### config.mk
export PLATFORM = sky130hd
export DESIGN_NAME = arb_fsm_param
export DESIGN_NICKNAME = d
export VERILOG_FILES = /design/src/rtl/arb_fsm_param.sv
export SDC_FILE = /design/constraint.sdc
export NUM_CORES = 1
export LEC_CHECK = 0
export ABC_CLOCK_PERIOD_IN_PS = 2700
export BUFFER_PORTS_ARGS = -buffer_cell sky130_fd_sc_hd__buf_2
export CAP_MARGIN = 0
export CORE_AREA = 2 2 39 41
export DETAILED_ROUTE_END_ITERATION = 8
export DIE_AREA = 0 0 41 43
export PLACE_DENSITY = 0.7
export REMOVE_ABC_BUFFERS = 1
export SKIP_LAST_GASP = 1
export SYNTH_ARGS = -nofsm -noshare
export SYNTH_HDL_FRONTEND = slang
export SYNTH_SLANG_ARGS = --single-unit
### constraint.sdc
create_clock -name clock -period 2.7 [get_ports clock]
set_input_delay 0.27 -clock clock [delete_from_list [all_inputs] [get_ports clock]]
set_output_delay 0.27 -clock clock [all_outputs]
set_load 0.02 [all_outputs]
### src/rtl/arb_fsm_param.sv
// N-agent bus arbiter FSM with registered one-hot grant and encoded owner id.
// Define ARB_HOLD_LIMIT_EN to enable the MAX_HOLD grant tenure limit.
module arb_fsm_param #(
  parameter int  NUM_REQ  = 4,
  parameter int  RR_MODE  = 1,
  parameter int  MAX_HOLD = 16,
  localparam int IDW      = (NUM_REQ > 2) ? $clog2(NUM_REQ) : 1
) (
  input  logic               clock,
  input  logic               reset,
  input  logic [NUM_REQ-1:0] req,
  output logic [NUM_REQ-1:0] gnt,
  output logic               gnt_valid,
  output logic [IDW-1:0]     gnt_id,
  output logic               hold_expired
);

  if (NUM_REQ < 2 || NUM_REQ > 32 || MAX_HOLD < 1) begin : g_bad_param
    $error("arb_fsm_param: illegal parameter value");
  end

  typedef enum logic {
    IDLE,
    GRANT
  } state_e;

  state_e             state_q, state_d;
  logic [NUM_REQ-1:0] gnt_q, gnt_d;
  logic               gnt_valid_q, gnt_valid_d;
  logic [IDW-1:0]     gnt_id_q, gnt_id_d;
  logic [IDW-1:0]     last_q, last_d;

  logic [NUM_REQ-1:0]   cand;
  logic [2*NUM_REQ-1:0] dbl;
  logic [NUM_REQ-1:0]   rot;
  logic [IDW-1:0]       win;

`ifdef ARB_HOLD_LIMIT_EN
  localparam int HCW = $clog2(MAX_HOLD + 1);
  logic [HCW-1:0] hold_cnt_q, hold_cnt_d;
  logic           excl_q, excl_d;
  logic           hexp_q, hexp_d;
  logic [NUM_REQ-1:0] last_oh;
`endif

  // Candidate set: an owner that just timed out yields to any other requester.
  always_comb begin
    cand = req;
`ifdef ARB_HOLD_LIMIT_EN
    last_oh = NUM_REQ'(1) << last_q;
    if (excl_q && |(req & ~last_oh)) begin
      cand = req & ~last_oh;
    end
`endif
  end

  always_comb begin
    int off;
    int tmp;
    off = 0;
    tmp = 0;
    dbl = {cand, cand};
    rot = cand;
    if (RR_MODE != 0) begin
      dbl = {cand, cand} >> (int'(last_q) + 1);
      rot = dbl[NUM_REQ-1:0];
    end
    for (int j = NUM_REQ - 1; j >= 0; j--) begin
      if (rot[j]) off = j;
    end
    if (RR_MODE != 0) begin
      tmp = int'(last_q) + 1 + off;
      if (tmp >= NUM_REQ) tmp = tmp - NUM_REQ;
    end else begin
      tmp = off;
    end
    win = IDW'(tmp);
  end

  always_comb begin
    state_d     = state_q;
    gnt_d       = gnt_q;
    gnt_valid_d = gnt_valid_q;
    gnt_id_d    = gnt_id_q;
    last_d      = last_q;
`ifdef ARB_HOLD_LIMIT_EN
    hold_cnt_d  = hold_cnt_q;
    excl_d      = excl_q;
    hexp_d      = 1'b0;
`endif
    case (state_q)
      IDLE: begin
        if (|req) begin
          state_d     = GRANT;
          gnt_d       = NUM_REQ'(1) << win;
          gnt_valid_d = 1'b1;
          gnt_id_d    = win;
          last_d      = win;
`ifdef ARB_HOLD_LIMIT_EN
          hold_cnt_d  = HCW'(1);
          excl_d      = 1'b0;
`endif
        end
      end
      GRANT: begin
        if (!req[gnt_id_q]) begin
          state_d     = IDLE;
          gnt_d       = '0;
          gnt_valid_d = 1'b0;
          gnt_id_d    = '0;
`ifdef ARB_HOLD_LIMIT_EN
          hold_cnt_d  = '0;
        end else if (hold_cnt_q == HCW'(MAX_HOLD)) begin
          state_d     = IDLE;
          gnt_d       = '0;
          gnt_valid_d = 1'b0;
          gnt_id_d    = '0;
          hold_cnt_d  = '0;
          excl_d      = 1'b1;
          hexp_d      = 1'b1;
        end else begin
          hold_cnt_d  = hold_cnt_q + HCW'(1);
`endif
        end
      end
      default: begin
        state_d     = IDLE;
        gnt_d       = '0;
        gnt_valid_d = 1'b0;
        gnt_id_d    = '0;
      end
    endcase
  end

  always_ff @(posedge clock) begin
    if (reset) begin
      state_q     <= IDLE;
      gnt_q       <= '0;
      gnt_valid_q <= 1'b0;
      gnt_id_q    <= '0;
      last_q      <= IDW'(NUM_REQ - 1);
`ifdef ARB_HOLD_LIMIT_EN
      hold_cnt_q  <= '0;
      excl_q      <= 1'b0;
      hexp_q      <= 1'b0;
`endif
    end else begin
      state_q     <= state_d;
      gnt_q       <= gnt_d;
      gnt_valid_q <= gnt_valid_d;
      gnt_id_q    <= gnt_id_d;
      last_q      <= last_d;
`ifdef ARB_HOLD_LIMIT_EN
      hold_cnt_q  <= hold_cnt_d;
      excl_q      <= excl_d;
      hexp_q      <= hexp_d;
`endif
    end
  end

  assign gnt       = gnt_q;
  assign gnt_valid = gnt_valid_q;
  assign gnt_id    = gnt_id_q;
`ifdef ARB_HOLD_LIMIT_EN
  assign hold_expired = hexp_q;
`else
  assign hold_expired = 1'b0;
`endif

endmodule

==> reports/results.txt <==
Status -> completed
Ys async rst share -> 0%
IO Count -> 14
Worst hold-check path type -> in2reg
RSZ-0062 raised after global routing -> false
Final Hold Fails -> 0
Clock slew at reported path FFs -> 70 ps
Initial Utilization -> 40.1%
CP cell instances -> nor2_1, a211oi_1, a31oi_1, a211o_1, ha_1, xnor2_1, xnor2_1, xnor2_1, a22o_1
Slew margin rel. -> 56.9%
Starting DRC count in detailed routing -> 13
Total power -> 0.754 mW
DRC viols -> 0
ANT cells -> 0
Worst Max-Slew Pin Slew -> 642 ps
Req. time, crit path -> 2860 ps
RR Startpoint -> last_q[0]
Clock Latency Late Sink -> 260 ps
Critical hold path startpoint -> reset
Setup TNS -> 0 ps
Reg2reg setup slack -> 390 ps
Area delta synth->final -> 18.7%
CTS Sinks -> 10
Hold Slack -> 268 ps
Post-CTS setup buffer count -> 0
Max VDD drop -> 0.714 mV
Non-Filler Instances -> 97
Cell count after synthesis -> 67
GRT Total Usage -> 15.7%
Die Wd -> 41 um
Worst EP arrival -> 2460 ps
# hold bufs at CTS -> 0
Power per standard cell area -> 1150 nW/um^2
Post-DP HPWL -> 847 um
FF+latch count, synth -> 10
Max stage delay cell, worst path -> dfxtp_1
End of the worst register-to-register path -> gnt_id[1]
Resized cells post-CTS -> 0
Top post-synthesis cells by area -> dfxtp_1 (36%), nand2_1 (6.8%), nor2_1 (4.7%)
Yosys cell types -> 29
Top-area cell type share of the netlist area -> 36.1%
First-pass GRT wire length -> 1.89 mm
H-tree level count -> 1
F_max -> 434 MHz
Die H -> 43 um
Ys Warns -> 0
CTS root buf -> clkbuf_4
DR vias/cell -> 5.57
Critical path class -> reg2reg
Seq. cell area -> 200 um^2
Average size of a mapped cell -> 8.27 um^2
Row cnt -> 14
Wire length per cell -> 11.8 um
Largest net degree at the start of global routing -> 13
Skew final -> 4.48 ps
Drt total wl -> 1.14 mm
Core outline area -> 1380 um^2
Area of the multi-input gates -> 338 um^2
Critical path buffer and inverter count -> 0
Worst Hold Depth -> 2
Die area -> 1760 um^2
Design Area, Final -> 658 um^2
Worst Setup End Kind -> flip-flop
Hold EP -> gnt_valid
Crit share post-route -> 85.4%
Leak pwr -> 0.291 nW
Setup Viol. Count Final -> 0
Reg2Reg Depth -> 9
Crit-path max FO -> 12
Initial antenna violation count -> 0
Cell Area, Placed -> 622 um^2
Max Cap Violations -> 0
Sequential area share after synthesis -> 36.1%
Via count -> 540
Vias in the first global route -> 437
Max Slew Vio Count -> 0
GP Congestion -> 0.765
Share of cells above drive strength 1 -> 24.7%
Placed cell count -> 93
Final worst path period need -> 2310 ps
Mapped cell area -> 554 um^2
Fillcell total -> 134
Prevailing post-synth register cell -> dfxtp_1
First-pass DRT Iterations -> 4
CP peak stage delay -> 550 ps
Nets -> 89
Crit path launch type -> flip-flop
Post-synth EDFFs -> 0
CTS max path bufs -> 2
Global route total overflow -> 0
TritonCTS clock tree -> yes
Antenna viol nets, final -> 0
Cell type with the largest total area after synthesis -> dfxtp_1
CP delay by family, top -> compound AO/OA/AOI/OAI gates
Synth cell count leaders -> dfxtp_1 (10), nand2_1 (10), nor2_1 (7), a21oi_1 (5), o21ai_0 (4)
Worst path most repeated cell -> xnor2_1
Port Buffers -> 12
TritonCTS Buffers -> 3
-- worst register-to-register path: stages (launching register included) --
cell and delay (ps):
dfxtp_1 550, nor2_1 90, a211oi_1 250, a31oi_1 70, a211o_1 240, ha_1 190, xnor2_1 150, xnor2_1 280
xnor2_1 150, a22o_1 240
-- cells in the final DEF, fill, tap and decap left out, types with 2 or more instances in the layout --
cell	netlist	routed
a21oi_1	5	5
clkbuf_4	0	3
nand2_1	10	10
nor3_1	3	3
dfxtp_1	10	10
buf_2	1	12
o211ai_1	2	2
o21a_1	2	2
nor2_1	7	7
xnor2_1	3	3
o21ai_0	4	4
a22o_1	2	2
-- power by group --
| part | internal, mW | switching [mW] | total (mW) | leakage, nW |
|---|---|---|---|---|
| clock network | 0.0818 | 0.0491 | 0.131 | 0.0210 |
| logic | 0.155 | 0.207 | 0.362 | 0.187 |
| registers | 0.206 | 0.0557 | 0.261 | 0.0827 |
| total | 0.443 | 0.311 | 0.754 | 0.291 |
-- how the worst max path moves through the flow --
stage / startpoint / to / slack, ps / cells after the start
after floorplan: last_q[0] / gnt_id[1] / 650 / 9
after global placement: last_q[0] / gnt[3] / 490 / 9
after detailed placement: last_q[0] / gnt[2] / 420 / 9
after CTS: last_q[0] / gnt[3] / 400 / 9
after global routing: last_q[0] / gnt[2] / 180 / 9
final: last_q[0] / gnt_id[1] / 390 / 9
-- cells by family (layout without fill, tap and decap cells) --
| group | count (synthesis) | count (layout) | synth area share, % |
|---|---|---|---|
| buffers and inverters | 3 | 17 | 2.93 |
| XOR/XNOR | 4 | 4 | 6.32 |
| multiplexers | 1 | 1 | 4.06 |
| other | 1 | 1 | 0.677 |
| adder cells (fa/ha/maj) | 1 | 1 | 2.26 |
| flip-flops | 10 | 10 | 36.1 |
| AND/OR/NAND/NOR | 25 | 25 | 20.5 |
| AO/OA/AOI/OAI | 22 | 22 | 27.1 |
-- stage by stage --
step | setup slack, ps | util, %
finish | 395 | 47.6
global route | 182 | 47.6
CTS | 401 | 47.6
detailed placement | 415 | 44.9
global placement | 492 | 44.9
floorplan | 651 | -
-- layer usage --
layer  wire, um  GRT usage, %
met1        585          24.1
met2        497          18.8
met3         48          3.66
met4          9          10.0
met5          0             0
-- registers in the layout, summed over array words and instances (netlist names) --
signal     cells
gnt_id         2
state_q        1
last_q         2
gnt            4
gnt_valid      1
-- final cells by class --
cell class	count	share of cell area, %
Tap cell	16	3.04
Timing Repair Buffer	12	9.13
Multi-Input combinational cell	54	51.3
Sequential cell	10	30.4
Inverter	1	0.570
Clock buffer	4	5.51
(Power assumes the default switching activity.)
